**config.mk**
```make
export PLATFORM = sky130hd
export DESIGN_NAME = fetch_unit
export DESIGN_NICKNAME = d
export VERILOG_FILES = /design/src/rtl/cpu_pkg.sv /design/src/rtl/next_pc_calc.sv /design/src/rtl/fetch_unit.sv
export SDC_FILE = /design/constraint.sdc
export NUM_CORES = 1
export LEC_CHECK = 0
export CAP_MARGIN = 20
export CORE_MARGIN = 2
export CORE_UTILIZATION = 40
export DETAILED_ROUTE_END_ITERATION = 8
export PLACE_DENSITY = 0.83
export SYNTH_ARGS = -nofsm -noshare
export SYNTH_HDL_FRONTEND = slang
export SYNTH_SLANG_ARGS = --single-unit
```
**constraint.sdc**
```tcl
create_clock -name clk -period 4.1 [get_ports clk]
set_input_delay 1.025 -clock clk [delete_from_list [all_inputs] [get_ports clk]]
set_output_delay 1.025 -clock clk [all_outputs]
set_load 0.01 [all_outputs]
```
**src/rtl/cpu_pkg.sv**
```systemverilog
// Shared CPU definitions: branch-condition encodings, opcodes, fetch FSM states.
package cpu_pkg;

  localparam logic [31:0] RESET_PC_DEF = 32'h0000_0000;

  localparam logic [2:0] BR_NE  = 3'd0;
  localparam logic [2:0] BR_GTZ = 3'd1;
  localparam logic [2:0] BR_LEZ = 3'd2;
  localparam logic [2:0] BR_EQ  = 3'd3;
  localparam logic [2:0] BR_LTZ = 3'd4;
  localparam logic [2:0] BR_GEZ = 3'd5;

  localparam logic [5:0] OP_SPECIAL = 6'h00;
  localparam logic [5:0] OP_REGIMM  = 6'h01;
  localparam logic [5:0] OP_J       = 6'h02;
  localparam logic [5:0] OP_JAL     = 6'h03;
  localparam logic [5:0] OP_BEQ     = 6'h04;
  localparam logic [5:0] OP_BNE     = 6'h05;
  localparam logic [5:0] OP_BLEZ    = 6'h06;
  localparam logic [5:0] OP_BGTZ    = 6'h07;
  localparam logic [5:0] FUNCT_JR   = 6'h08;

  typedef enum logic [1:0] {BOOT, FETCH, FULL, DRAIN} fetch_state_e;

endpackage

```
**src/rtl/next_pc_calc.sv**
```systemverilog
// Resolves taken/redirect and the redirect target from decoder controls and ALU flags.
module next_pc_calc
  import cpu_pkg::*;
(
  input  logic        res_valid_i,
  input  logic [31:0] res_pc_i,
  input  logic        res_jump_i,
  input  logic        res_jumpr_i,
  input  logic        res_branch_i,
  input  logic [2:0]  res_branch_st_i,
  input  logic [15:0] res_imm16_i,
  input  logic [25:0] res_jidx_i,
  input  logic [31:0] res_rs_i,
  input  logic        alu_zero_i,
  input  logic        alu_neg_i,
  output logic        redirect_o,
  output logic [31:0] target_o,
  output logic        addr_err_o
);

  logic        taken;
  logic [31:0] pc_plus4;
  logic [31:0] br_off;

  assign pc_plus4 = res_pc_i + 32'd4;
  assign br_off   = {{14{res_imm16_i[15]}}, res_imm16_i, 2'b00};

  always_comb begin
    taken = 1'b0;
    case (res_branch_st_i)
      BR_NE:   taken = !alu_zero_i;
      BR_GTZ:  taken = !alu_zero_i && !alu_neg_i;
      BR_LEZ:  taken = alu_zero_i || alu_neg_i;
      BR_EQ:   taken = alu_zero_i;
      BR_LTZ:  taken = alu_neg_i;
      BR_GEZ:  taken = !alu_neg_i;
      default: taken = 1'b0;
    endcase
  end

  always_comb begin
    target_o = pc_plus4 + br_off;
    if (res_jumpr_i)     target_o = {res_rs_i[31:2], 2'b00};
    else if (res_jump_i) target_o = {pc_plus4[31:28], res_jidx_i, 2'b00};
  end

  assign redirect_o = res_valid_i && (res_jumpr_i || res_jump_i || (res_branch_i && taken));
  assign addr_err_o = res_valid_i && res_jumpr_i && (res_rs_i[1:0] != 2'b00);

endmodule

```
**src/rtl/fetch_unit.sv**
```systemverilog
// Instruction fetch: PC, imem req/ready handshake, one-entry instruction register, redirect/flush.
module fetch_unit
  import cpu_pkg::*;
#(
  parameter logic [31:0] RESET_PC = RESET_PC_DEF
) (
  input  logic        clk,
  input  logic        rst_n,
  output logic        imem_req,
  output logic [31:0] imem_addr,
  input  logic        imem_ready,
  input  logic [31:0] imem_rdata,
  output logic        if_valid,
  input  logic        if_ready,
  output logic [31:0] if_instr,
  output logic [31:0] if_pc,
  output logic [5:0]  if_opcode,
  output logic [5:0]  if_funct,
  output logic [4:0]  if_rt,
  input  logic        res_valid,
  input  logic [31:0] res_pc,
  input  logic        res_jump,
  input  logic        res_jumpr,
  input  logic        res_branch,
  input  logic [2:0]  res_branch_st,
  input  logic [15:0] res_imm16,
  input  logic [25:0] res_jidx,
  input  logic [31:0] res_rs,
  input  logic        alu_zero,
  input  logic        alu_neg,
  output logic        redirect,
  output logic        addr_err
);

  fetch_state_e state_q, state_d;
  logic [31:0]  pc_q, pc_d;
  logic [31:0]  req_addr_q, req_addr_d;
  logic [31:0]  instr_q, instr_d;
  logic [31:0]  ifpc_q, ifpc_d;
  logic         addr_err_q;
  logic [31:0]  target;
  logic         jr_misaligned;

  next_pc_calc u_npc (
    .res_valid_i     (res_valid),
    .res_pc_i        (res_pc),
    .res_jump_i      (res_jump),
    .res_jumpr_i     (res_jumpr),
    .res_branch_i    (res_branch),
    .res_branch_st_i (res_branch_st),
    .res_imm16_i     (res_imm16),
    .res_jidx_i      (res_jidx),
    .res_rs_i        (res_rs),
    .alu_zero_i      (alu_zero),
    .alu_neg_i       (alu_neg),
    .redirect_o      (redirect),
    .target_o        (target),
    .addr_err_o      (jr_misaligned)
  );

  // A redirect overrides every other transition; pc always follows the latest target.
  always_comb begin
    state_d    = state_q;
    pc_d       = pc_q;
    req_addr_d = req_addr_q;
    instr_d    = instr_q;
    ifpc_d     = ifpc_q;
    if (redirect) pc_d = target;
    case (state_q)
      BOOT: begin
        state_d    = FETCH;
        req_addr_d = redirect ? target : pc_q;
      end
      FETCH: begin
        if (redirect) begin
          if (imem_ready) req_addr_d = target;
          else            state_d    = DRAIN;
        end else if (imem_ready) begin
          instr_d = imem_rdata;
          ifpc_d  = req_addr_q;
          pc_d    = req_addr_q + 32'd4;
          state_d = FULL;
        end
      end
      FULL: begin
        if (redirect) begin
          req_addr_d = target;
          state_d    = FETCH;
        end else if (if_ready) begin
          req_addr_d = pc_q;
          state_d    = FETCH;
        end
      end
      DRAIN: begin
        if (imem_ready) begin
          req_addr_d = redirect ? target : pc_q;
          state_d    = FETCH;
        end
      end
      default: state_d = BOOT;
    endcase
  end

  always_ff @(posedge clk) begin
    if (!rst_n) begin
      state_q    <= BOOT;
      pc_q       <= RESET_PC;
      req_addr_q <= RESET_PC;
      instr_q    <= '0;
      ifpc_q     <= '0;
      addr_err_q <= 1'b0;
    end else begin
      state_q    <= state_d;
      pc_q       <= pc_d;
      req_addr_q <= req_addr_d;
      instr_q    <= instr_d;
      ifpc_q     <= ifpc_d;
      addr_err_q <= jr_misaligned;
    end
  end

  assign imem_req  = (state_q == FETCH) || (state_q == DRAIN);
  assign imem_addr = req_addr_q;
  assign if_valid  = (state_q == FULL);
  assign if_instr  = instr_q;
  assign if_pc     = ifpc_q;
  assign if_opcode = instr_q[31:26];
  assign if_funct  = instr_q[5:0];
  assign if_rt     = instr_q[20:16];
  assign addr_err  = addr_err_q;

endmodule

```
==> flow_summary.ini, run 1 <==
[status]
outcome = finished, final reports clean

[timing]
final_max_slew_viol_count = 0
min_cycle_time_layout_ns = 4.05
max-slew-margin-rel_pct = 54.3
unrepaired_setup_endpoints_after_global_routing = yes
final_hold_viol_count = 0
max_clock_freq_mhz = 247
worst_slew_pin_slew_ns = 0.685
finalSetupViolCount = 0
timing.clock.skew_ns = 0.00936
period_share_pct = 98.8

[hold_path]
hold_start = if_pc[11]
min_delay_worst_endpoint = if_pc[11]
timing.hold.worst_path_depth = 2
min_path_type = reg -> reg

[yosys]
mappedNetlistArea_um2 = 8440
postSynth.asyncResetShare_pct = 0
yosysUniqueCellTypes = 69
synth_fp_nets = 1356
synth.ff_latch_count = 131
synthFlopType = sky130_fd_sc_hd__dfxtp_1
synth.avg_cell_area_um2 = 7.23
syn-instance-count = 1168
synth.yosys.seq_area_share_pct = 31.1
synth-edff-count = 0
synth.yosys.warnings = 0

[pwr]
clock_network_fraction_of_design_power_pct = 35.8
switchingPower_mw = 1.26
power.leakage_nw = 5.05
swShare_pct = 30.4
power.sequential.fraction_pct = 35.4
power_per_cell_area_nw_per_um2 = 321
vdd_drop_max_uv = 295
power_frac_comb_pct = 28.8
p_int_mw = 2.88

[clock_network]
root_buffer = sky130_fd_sc_hd__clkbuf_16
clk_pin_slew_ns = 0.06
cts_max_level = 4
cts_tree = yes
insertion_delay_ns = 0.42
clkSinkCount = 131
cts_made_buffers = 17
cts-hold-fix-buffers = 0
cts_max_path_bufs = 2

[worst_setup_path]
crit-reg2reg-capture = pc_q[28]
crit-reg2reg-launch = imem_addr[3]
worst-endpoint-required_ns = 4.38
cp_cell_sequence = buf_6, and4_1, and3_4, or3b_4, xnor2_2, ha_1, a21o_1, a211o_1, or4_4, o21ai_2, a21oi_2, buf_4, xnor2_2, a222oi_1, buf_4, nor2_2, a21oi_1, nor2_1
worstRegToRegCells = 10
critPathArrivalTime_ns = 4.34
cp.buffers_inverters = 3
crit_path_max_fanout = 3
startpoint_type = primary input
timing.reg2reg.setup_slack_ns = 1.52
critical-path-top-delay-family = simple AND/OR/NAND/NOR gates
timing_worst_setup_path_type = in -> reg
timing.critical_path.slowest_cell_delay_ns = 0.42
master_of_the_slowest_instance_on_the_critical_path = sky130_fd_sc_hd__or4_4
worstSetupEndpointType = flip-flop

[detailed_routing]
drtAntennaViolNets = 0
vias_per_instance = 5.37
routed_wl_mm = 29.5
drt_drc_violations_left = 0
initial_drc_count = 517
detailroute.via_count = 9678
met1_length_mm = 12.3
drtPass1Iterations = 7
routed.top_layer = met4
avgRoutedWirePerCell_um = 16.4
total_met2_wirelength_after_detailed_routing_mm = 14.1
route.met3.wl_mm = 2.41

[placement]
placed_cell_area_um2 = 12200
numPlacedInstances = 1763
hpwl_mm = 22.6
placement.io_buffers = 267
gp_congestion = 0.913

[cells_and_area]
post_route_cells_drive_above_1_share_pct = 15.1
multi_input_gate_area_um2 = 5490
final_core_utilization_pct = 61.7
area_growth_from_synthesis_to_layout_pct = 52.7
layout_commonest_cell = sky130_fd_sc_hd__clkdlybuf4s50_1
postLayoutCellArea_um2 = 12900
nFillCells = 1815
register_area_um2 = 2620
layout.nets = 1702
stdcell_count = 1803
commonest_cells_after_routing_fill_and_taps_aside = sky130_fd_sc_hd__clkdlybuf4s50_1 (250), sky130_fd_sc_hd__nand2_1 (239), sky130_fd_sc_hd__a21oi_1 (155)

[global_route]
grt.total_usage_pct = 26.0
antenna_violations_before_repair = 1
vias_in_the_first_global_route = 9208
grt_max_degree = 65
first_pass_grt_wire_length_mm = 46.4
global_route.overflow_total = 0

[die]
design.core.area_um2 = 20900
die-area_um2 = 22300
die_w_um = 149
floorplan.initialDensity_pct = 40.4
chipHeight_um = 149
top_level_port_count = 268
num_rows = 53

[flow_run]
drv.max_cap_violation_count = 0
==> through the flow <==
stage                     total power, mW  setup TNS [ns]  hold slack [ns]  setup slack (ns)
after floorplan                      2.05          -0.349            0.449            -0.221
after global placement               2.62          -18.60            0.441            -0.735
after detailed placement             2.65          -24.14            0.447            -0.828
after CTS                            4.14        -0.00624            0.455          -0.00624
after global routing                 4.35          -0.392            0.474           -0.0907
final                                4.14               0            0.453            0.0477
==> synth_stat cells, drive strengths merged (4+ instances only) <==
library cell,instances,area [um2]
a211o,4,35.0
a211oi,14,110
a21o,12,90.1
a21oi,163,820
a311oi,5,43.8
a31oi,9,56.3
and2,7,43.8
and3,21,131
and4,4,35.0
buf,22,149
clkbuf,65,244
dfxtp,131,2620
ha,36,450
inv,15,56.3
mux2i,7,70.1
nand2,243,912
nand2b,6,37.5
nand3,43,220
nand4,10,92.6
nor2,96,360
nor2b,7,51.3
nor3,17,96.4
o211ai,18,135
o21a,6,45.0
o21ai,59,295
o21bai,6,45.0
o221ai,4,35.0
o22ai,9,56.3
or3,14,87.6
xnor2,37,324
xor2,32,280
==> layout make-up <==
type / count / share of cell area (%)
antenna: 1 / 0.0194
clock inverter: 13 / 1.06
tap: 275 / 2.67
clock buffer: 19 / 3.44
sequential: 131 / 20.3
timing repair buffer: 414 / 29.4
multi-input combinational: 933 / 42.6
inverter: 17 / 0.505
==> flip-flops by register name, indices dropped and copies added (netlist names) <==
name	count
imem_addr	32
if_pc	32
if_instr	32
addr_err	1
state_q	2
pc_q	32
==> worst min-delay path, stage by stage (launching register included) <==
cell	delay, ns
sky130_fd_sc_hd__dfxtp_1	0.30
sky130_fd_sc_hd__nand2_1	0.05
sky130_fd_sc_hd__a21oi_1	0.05
==> per-layer routing <==
metal	GRT usage (%)	vias up
li1	-	4780
met1	32.2	4426
met2	45.3	425
met3	4.71	47
met4	8.76	0
met5	0	-
==> cell families (layout without fill, tap and decap cells) <==
kind of cell / after synthesis / count (layout) / synth area share, %
xor gates and xnor gates: 69 / 69 / 7.16
adders and majority gates: 37 / 37 / 5.57
and+or+nand+nor: 480 / 480 / 25.5
other: 0 / 1 / 0
DFF: 131 / 131 / 31.1
muxes: 10 / 10 / 1.36
buffers and inverters: 104 / 463 / 5.41
AOI/OAI and AO/OA: 337 / 337 / 23.9
==> power by group through the flow <==
stage | logic, mW | clock network [mW] | registers (mW)
floorplan | 0.560 | 0 | 1.49
global placement | 1.13 | 0 | 1.49
detailed placement | 1.16 | 0 | 1.49
CTS | 1.17 | 1.51 | 1.47
global route | 1.30 | 1.56 | 1.48
finish | 1.19 | 1.48 | 1.47
==> worst max path at each step <==
| stage | slack (ns) | from | depth (start not counted) | end |
|---|---|---|---|---|
| after CTS | -0.006 | res_pc[10] | 18 | pc_q[20] |
| after floorplan | -0.22 | res_pc[5] | 15 | imem_addr[24] |
| after global placement | -0.74 | res_pc[9] | 16 | imem_addr[24] |
| after global routing | -0.09 | res_pc[9] | 16 | imem_addr[24] |
| final | 0.05 | res_pc[9] | 18 | pc_q[20] |
| after detailed placement | -0.83 | res_pc[10] | 17 | imem_addr[29] |
==> timing repair <==
item | in CTS | in global routing
gates resized for setup | 56 | 23
gates cloned | 0 | 0
buffers inserted | 4 | 3
pin swaps | 13 | 15
endpoints found under the setup margin | 34 | 18
(Power assumes the default switching activity.)
==> inputs of run 2 (changes only) <==
--- a/config.mk
+++ b/config.mk
@@ -9,7 +9,7 @@
 export CORE_MARGIN = 2
 export CORE_UTILIZATION = 40
 export DETAILED_ROUTE_END_ITERATION = 8
-export PLACE_DENSITY = 0.83
+export PLACE_DENSITY = 0.81
 export SYNTH_ARGS = -nofsm -noshare
 export SYNTH_HDL_FRONTEND = slang
 export SYNTH_SLANG_ARGS = --single-unit
==> constraint.sdc (replaced) <==
create_clock -name clk -period 4.5 [get_ports clk]
set_input_delay 1.125 -clock clk [delete_from_list [all_inputs] [get_ports clk]]
set_output_delay 1.125 -clock clk [all_outputs]
set_load 0.01 [all_outputs]
==> run 2 against run 1 <==
First-iteration DRC count up 19%. Setup slack better by 0.10 ns. Critical path type unchanged. Routed wire length down 3.4%. Cell count down 0.94%. Sequential power down 9%.
==> flow_summary.ini, run 2 (synthesis gave the netlist of run 1 again) <==
[die]
num_rows = 53
floorplan.initialDensity_pct = 40.4
top_level_port_count = 268
design.core.area_um2 = 20900
die_w_um = 149
die-area_um2 = 22300
chipHeight_um = 149

[detailed_routing]
routed_wl_mm = 28.5
avgRoutedWirePerCell_um = 16.0
initial_drc_count = 616
drt_drc_violations_left = 0
vias_per_instance = 5.36
detailroute.via_count = 9569
drtPass1Iterations = 5
drtAntennaViolNets = 0

[worst_setup_path]
crit_path_max_fanout = 4
worst_setup_path_endpoint = imem_addr[29]
timing.reg2reg.setup_slack_ns = 1.96
worstSetupEndpointType = flip-flop
worstRegToRegCells = 10
worst-endpoint-required_ns = 4.83
timing_worst_setup_path_type = in -> reg
critPathArrivalTime_ns = 4.68
crit-reg2reg-launch = imem_addr[2]
startpoint_type = primary input
worstSetupStartpoint = res_pc[16]
crit-reg2reg-capture = pc_q[28]

[placement]
hpwl_mm = 21.2
pre_cts_slack_ns = -0.750
gp_congestion = 0.926
placement.io_buffers = 267
numPlacedInstances = 1746

[pwr]
power_per_cell_area_nw_per_um2 = 296
power.leakage_nw = 5.06
vdd_drop_max_uv = 265
total_power_mw = 3.81

[timing]
period_share_pct = 96.7
max_clock_freq_mhz = 230
finalHoldWorstSlack_ns = 0.452
final_max_slew_viol_count = 0
final_hold_viol_count = 0
timing.clock.skew_ns = 0.0152
max-slew-margin-rel_pct = 51.3
finalSetupViolCount = 0
min_cycle_time_layout_ns = 4.35
worst_slew_pin_slew_ns = 0.731
post-route-worst-setup-slack_ns = 0.149
unrepaired_setup_endpoints_after_global_routing = yes

[global_route]
grt_max_degree = 65
antenna_violations_before_repair = 1
first_pass_grt_wire_length_mm = 44.4
grt.total_usage_pct = 24.8
vias_in_the_first_global_route = 8858
global_route.overflow_total = 0

[flow_run]
drv.max_cap_violation_count = 0

[clock_network]
cts_max_path_bufs = 2
clkSinkCount = 131
root_buffer = sky130_fd_sc_hd__clkbuf_16
cts_tree = yes
clk_pin_slew_ns = 0.06
cts_max_level = 4
cts-hold-fix-buffers = 0
insertion_delay_ns = 0.42
cts_made_buffers = 17

[cells_and_area]
area_growth_from_synthesis_to_layout_pct = 52.6
antenna_cells = 0
stdcell_count = 1786
post_route_cells_drive_above_1_share_pct = 13.7
layout_commonest_cell = sky130_fd_sc_hd__clkdlybuf4s50_1
final_core_utilization_pct = 61.7
commonest_cells_after_routing_fill_and_taps_aside = sky130_fd_sc_hd__clkdlybuf4s50_1 (253), sky130_fd_sc_hd__nand2_1 (241), sky130_fd_sc_hd__a21oi_1 (156)
layout.nets = 1686

[status]
outcome = finished, final reports clean

[hold_path]
hold_start = if_instr[7]
min_path_type = reg -> reg
## run 2: routing by layer
layer / global-route usage (%) / up-vias / share of wire (%)
li1: - / 4747 / -
met1: 31.4 / 4315 / 41
met2: 42.1 / 442 / 47
met3: 4.65 / 63 / 9.1
met4: 8.67 / 2 / 2.6
met5: 0 / - / 0.039
## run 2: repair_timing
item | 4_1_cts | 5_1_grt
gates resized for setup | 15 | 35
endpoints found under the setup margin | 17 | 33
pin swaps | 7 | 17
buffers inserted | 3 | 5
## run 2: worst min-delay path by stage
| stage | end | slack (ns) | cells past startpoint |
|---|---|---|---|
| 2_1_floorplan | imem_addr[18] | 0.45 | 2 |
| 3_3_place_gp | if_instr[7] | 0.44 | 2 |
| 3_5_place_dp | if_pc[12] | 0.45 | 2 |
| 4_1_cts | if_pc[12] | 0.45 | 2 |
| 5_1_grt | if_pc[14] | 0.47 | 2 |
| 6_report | if_instr[7] | 0.45 | 2 |
## run 2: area by class of cell
class / count / area [um2]
multi-input combinational: 933 / 5540
tap: 275 / 344
timing repair buffer: 398 / 3710
fill: 1811 / 8000
sequential: 131 / 2620
clock inverter: 14 / 166
clock buffer: 18 / 439
inverter: 17 / 65.1
## run 2: power by group
part | total (mW) | switching [mW] | internal [mW]
Combinational | 1.07 | 0.519 | 0.551
Sequential | 1.34 | 0.0956 | 1.24
Clock | 1.40 | 0.554 | 0.848
Total | 3.81 | 1.17 | 2.64
## run 2: metrics by stage
step,setup TNS (ns),cell area (um2)
after global routing,-0.0209,12900
after detailed placement,-14.41,12000
after CTS,0,12700
after floorplan,0,8450
after global placement,-11.23,12000
final,0,12900
## run 2: worst max-delay path: stages
cell	delay (ns)
sky130_fd_sc_hd__clkdlybuf4s50_1	0.50
sky130_fd_sc_hd__buf_4	0.12
sky130_fd_sc_hd__nand2_1	0.09
sky130_fd_sc_hd__nor3_4	0.28
sky130_fd_sc_hd__nand4_4	0.15
sky130_fd_sc_hd__buf_4	0.16
sky130_fd_sc_hd__nor2_1	0.17
sky130_fd_sc_hd__nand2_1	0.09
sky130_fd_sc_hd__xnor2_1	0.13
sky130_fd_sc_hd__ha_1	0.34
sky130_fd_sc_hd__o21ai_0	0.10
sky130_fd_sc_hd__nand2b_1	0.14
sky130_fd_sc_hd__or3_1	0.36
sky130_fd_sc_hd__o2111ai_1	0.21
sky130_fd_sc_hd__mux2_2	0.37
sky130_fd_sc_hd__nand2_1	0.09
sky130_fd_sc_hd__nand3_1	0.09
sky130_fd_sc_hd__a31oi_1	0.17
==> inputs of run 3 (changes only) <==
--- a/config.mk
+++ b/config.mk
@@ -6,10 +6,13 @@
 export NUM_CORES = 1
 export LEC_CHECK = 0
 export CAP_MARGIN = 20
+export CELL_PAD_IN_SITES_DETAIL_PLACEMENT = 0
+export CELL_PAD_IN_SITES_GLOBAL_PLACEMENT = 1
 export CORE_MARGIN = 2
-export CORE_UTILIZATION = 40
+export CORE_UTILIZATION = 33
 export DETAILED_ROUTE_END_ITERATION = 8
-export PLACE_DENSITY = 0.81
+export PLACE_DENSITY = 0.91
+export REMOVE_ABC_BUFFERS = 1
 export SYNTH_ARGS = -nofsm -noshare
 export SYNTH_HDL_FRONTEND = slang
 export SYNTH_SLANG_ARGS = --single-unit
==> run 3 against run 2 <==
Setup slack worse by 0.014 ns. Power up 0.21%. Cell count up 2.8%. Clock-buffer cell count up 2. Combinational power about the same. Clock skew down 0.0017 ns. Largest cell class unchanged.
==> flow_summary.ini, run 3 (synthesis gave the netlist of run 1 again) <==
[status]
outcome = finished, final reports clean

[clock_network]
clk_pin_slew_ns = 0.06
cts-hold-fix-buffers = 0
root_buffer = sky130_fd_sc_hd__clkbuf_16
cts_made_buffers = 17
cts_tree = yes
cts_max_level = 4
insertion_delay_ns = 0.42
clkSinkCount = 131
cts_max_path_bufs = 2

[pwr]
power.leakage_nw = 4.97
switchingPower_mw = 1.14
vdd_drop_max_uv = 245
power_per_cell_area_nw_per_um2 = 296
clock_network_fraction_of_design_power_pct = 37.1
p_int_mw = 2.68
power.sequential.fraction_pct = 34.8
swShare_pct = 29.8
power_frac_comb_pct = 28.1

[die]
die_w_um = 164
die-area_um2 = 26900
num_rows = 58
top_level_port_count = 268
floorplan.initialDensity_pct = 33.5
design.core.area_um2 = 25200
chipHeight_um = 164

[worst_setup_path]
worst-endpoint-required_ns = 4.79
timing.reg2reg.setup_slack_ns = 1.90
crit_path_max_fanout = 3
worstRegToRegCells = 10
worstSetupEndpointType = flip-flop
startpoint_type = primary input
critPathArrivalTime_ns = 4.65
timing_worst_setup_path_type = in -> reg

[global_route]
grt_max_degree = 78
antenna_violations_before_repair = 0
vias_in_the_first_global_route = 8697
global_route.overflow_total = 0
grt.total_usage_pct = 21.0
first_pass_grt_wire_length_mm = 45.4

[timing]
max-slew-margin-rel_pct = 42.5
final_hold_viol_count = 0
min_cycle_time_layout_ns = 4.36
period_share_pct = 97.0
finalSetupViolCount = 0
timing.clock.skew_ns = 0.0135
max_clock_freq_mhz = 229
tns_ns = 0
worst_slew_pin_slew_ns = 0.862
final_max_slew_viol_count = 0

[cells_and_area]
area_growth_from_synthesis_to_layout_pct = 52.7
layout_commonest_cell = sky130_fd_sc_hd__clkdlybuf4s50_1
antenna_cells = 0
postLayoutCellArea_um2 = 12900
layout.nets = 1682
commonest_cells_after_routing_fill_and_taps_aside = sky130_fd_sc_hd__clkdlybuf4s50_1 (253), sky130_fd_sc_hd__nand2_1 (242), sky130_fd_sc_hd__a21oi_1 (157)
post_route_cells_drive_above_1_share_pct = 12.7

[hold_path]
min_path_type = reg -> reg
timing.hold.worst_path_depth = 2

[detailed_routing]
drt_drc_violations_left = 0
drtPass1Iterations = 5
avgRoutedWirePerCell_um = 15.8
vias_per_instance = 5.07
routed_wl_mm = 29.0
drtAntennaViolNets = 0
initial_drc_count = 569
detailroute.via_count = 9313

[placement]
gp_congestion = 0.897
placed_cell_area_um2 = 12100
placement.io_buffers = 267
hpwl_mm = 21.6

[flow_run]
drv.max_cap_violation_count = 0
==> run 3: what timing repair did <==
action,CTS,global route
buffers inserted,1,3
resized for setup,21,25
hold endpoints to repair,0,0
setup endpoints to repair,11,12
gates cloned,0,0
pin swaps,13,14
==> run 3: layout make-up <==
cell class / instances / area [um2]
Fill cell: 2385 / 12300
Multi-Input combinational cell: 933 / 5510
Timing Repair Buffer: 394 / 3680
Sequential cell: 131 / 2620
Clock buffer: 20 / 447
Tap cell: 330 / 413
Clock inverter: 11 / 155
Inverter: 17 / 65.1
==> run 3: stage by stage <==
step / cells / setup slack, ns / util [%] / power (mW) / hold WS (ns)
finish: 1836 / 0.135 / 51.2 / 3.82 / 0.450
global placement: 1801 / -0.577 / 48.2 / 2.39 / 0.441
CTS: 1833 / 0.0503 / 50.8 / 3.83 / 0.454
detailed placement: 1801 / -0.655 / 48.2 / 2.40 / 0.446
global route: 1836 / -0.0237 / 51.2 / 4.00 / 0.462
floorplan: 1081 / -0.741 / - / 1.83 / 0.448
==> run 3: worst max-delay path: stages <==
cell and delay [ns]:
sky130_fd_sc_hd__dlygate4sd2_1 0.20, sky130_fd_sc_hd__and4_1 0.21, sky130_fd_sc_hd__and3_4 0.19, sky130_fd_sc_hd__or3b_4 0.41, sky130_fd_sc_hd__xnor2_4 0.14, sky130_fd_sc_hd__ha_4 0.28
sky130_fd_sc_hd__buf_6 0.09, sky130_fd_sc_hd__inv_1 0.04, sky130_fd_sc_hd__or3_4 0.38, sky130_fd_sc_hd__a2111o_1 0.40, sky130_fd_sc_hd__a21oi_2 0.19, sky130_fd_sc_hd__o21ai_2 0.09
sky130_fd_sc_hd__a31oi_1 0.18, sky130_fd_sc_hd__mux4_2 0.33, sky130_fd_sc_hd__a211oi_2 0.24, sky130_fd_sc_hd__o221ai_1 0.15
==> run 3: worst paths after layout <==
| kind | start | end |
|---|---|---|
| worst min-delay path | if_pc[25] | if_pc[25] |
| worst max-delay path | res_pc[4] | imem_addr[31] |
| worst max register to register | imem_addr[2] | pc_q[28] |
| worst min register to register | if_pc[25] | if_pc[25] |
==> run 3: power groups by stage <==
stage	combinational [mW]	sequential (mW)	clock (mW)
floorplan	0.471	1.36	0
global placement	1.03	1.35	0
global route	1.17	1.34	1.48
finish	1.07	1.33	1.42
detailed placement	1.05	1.35	0
CTS	1.06	1.33	1.44
==> run 3: layer usage <==
metal	vias to the layer above	global-route usage (%)	part of all wire [%]
met1	4250	27.5	45
met3	33	3.23	5.4
li1	4736	-	-
met4	0	6.78	1.9
met2	294	35.5	48
met5	-	0	0
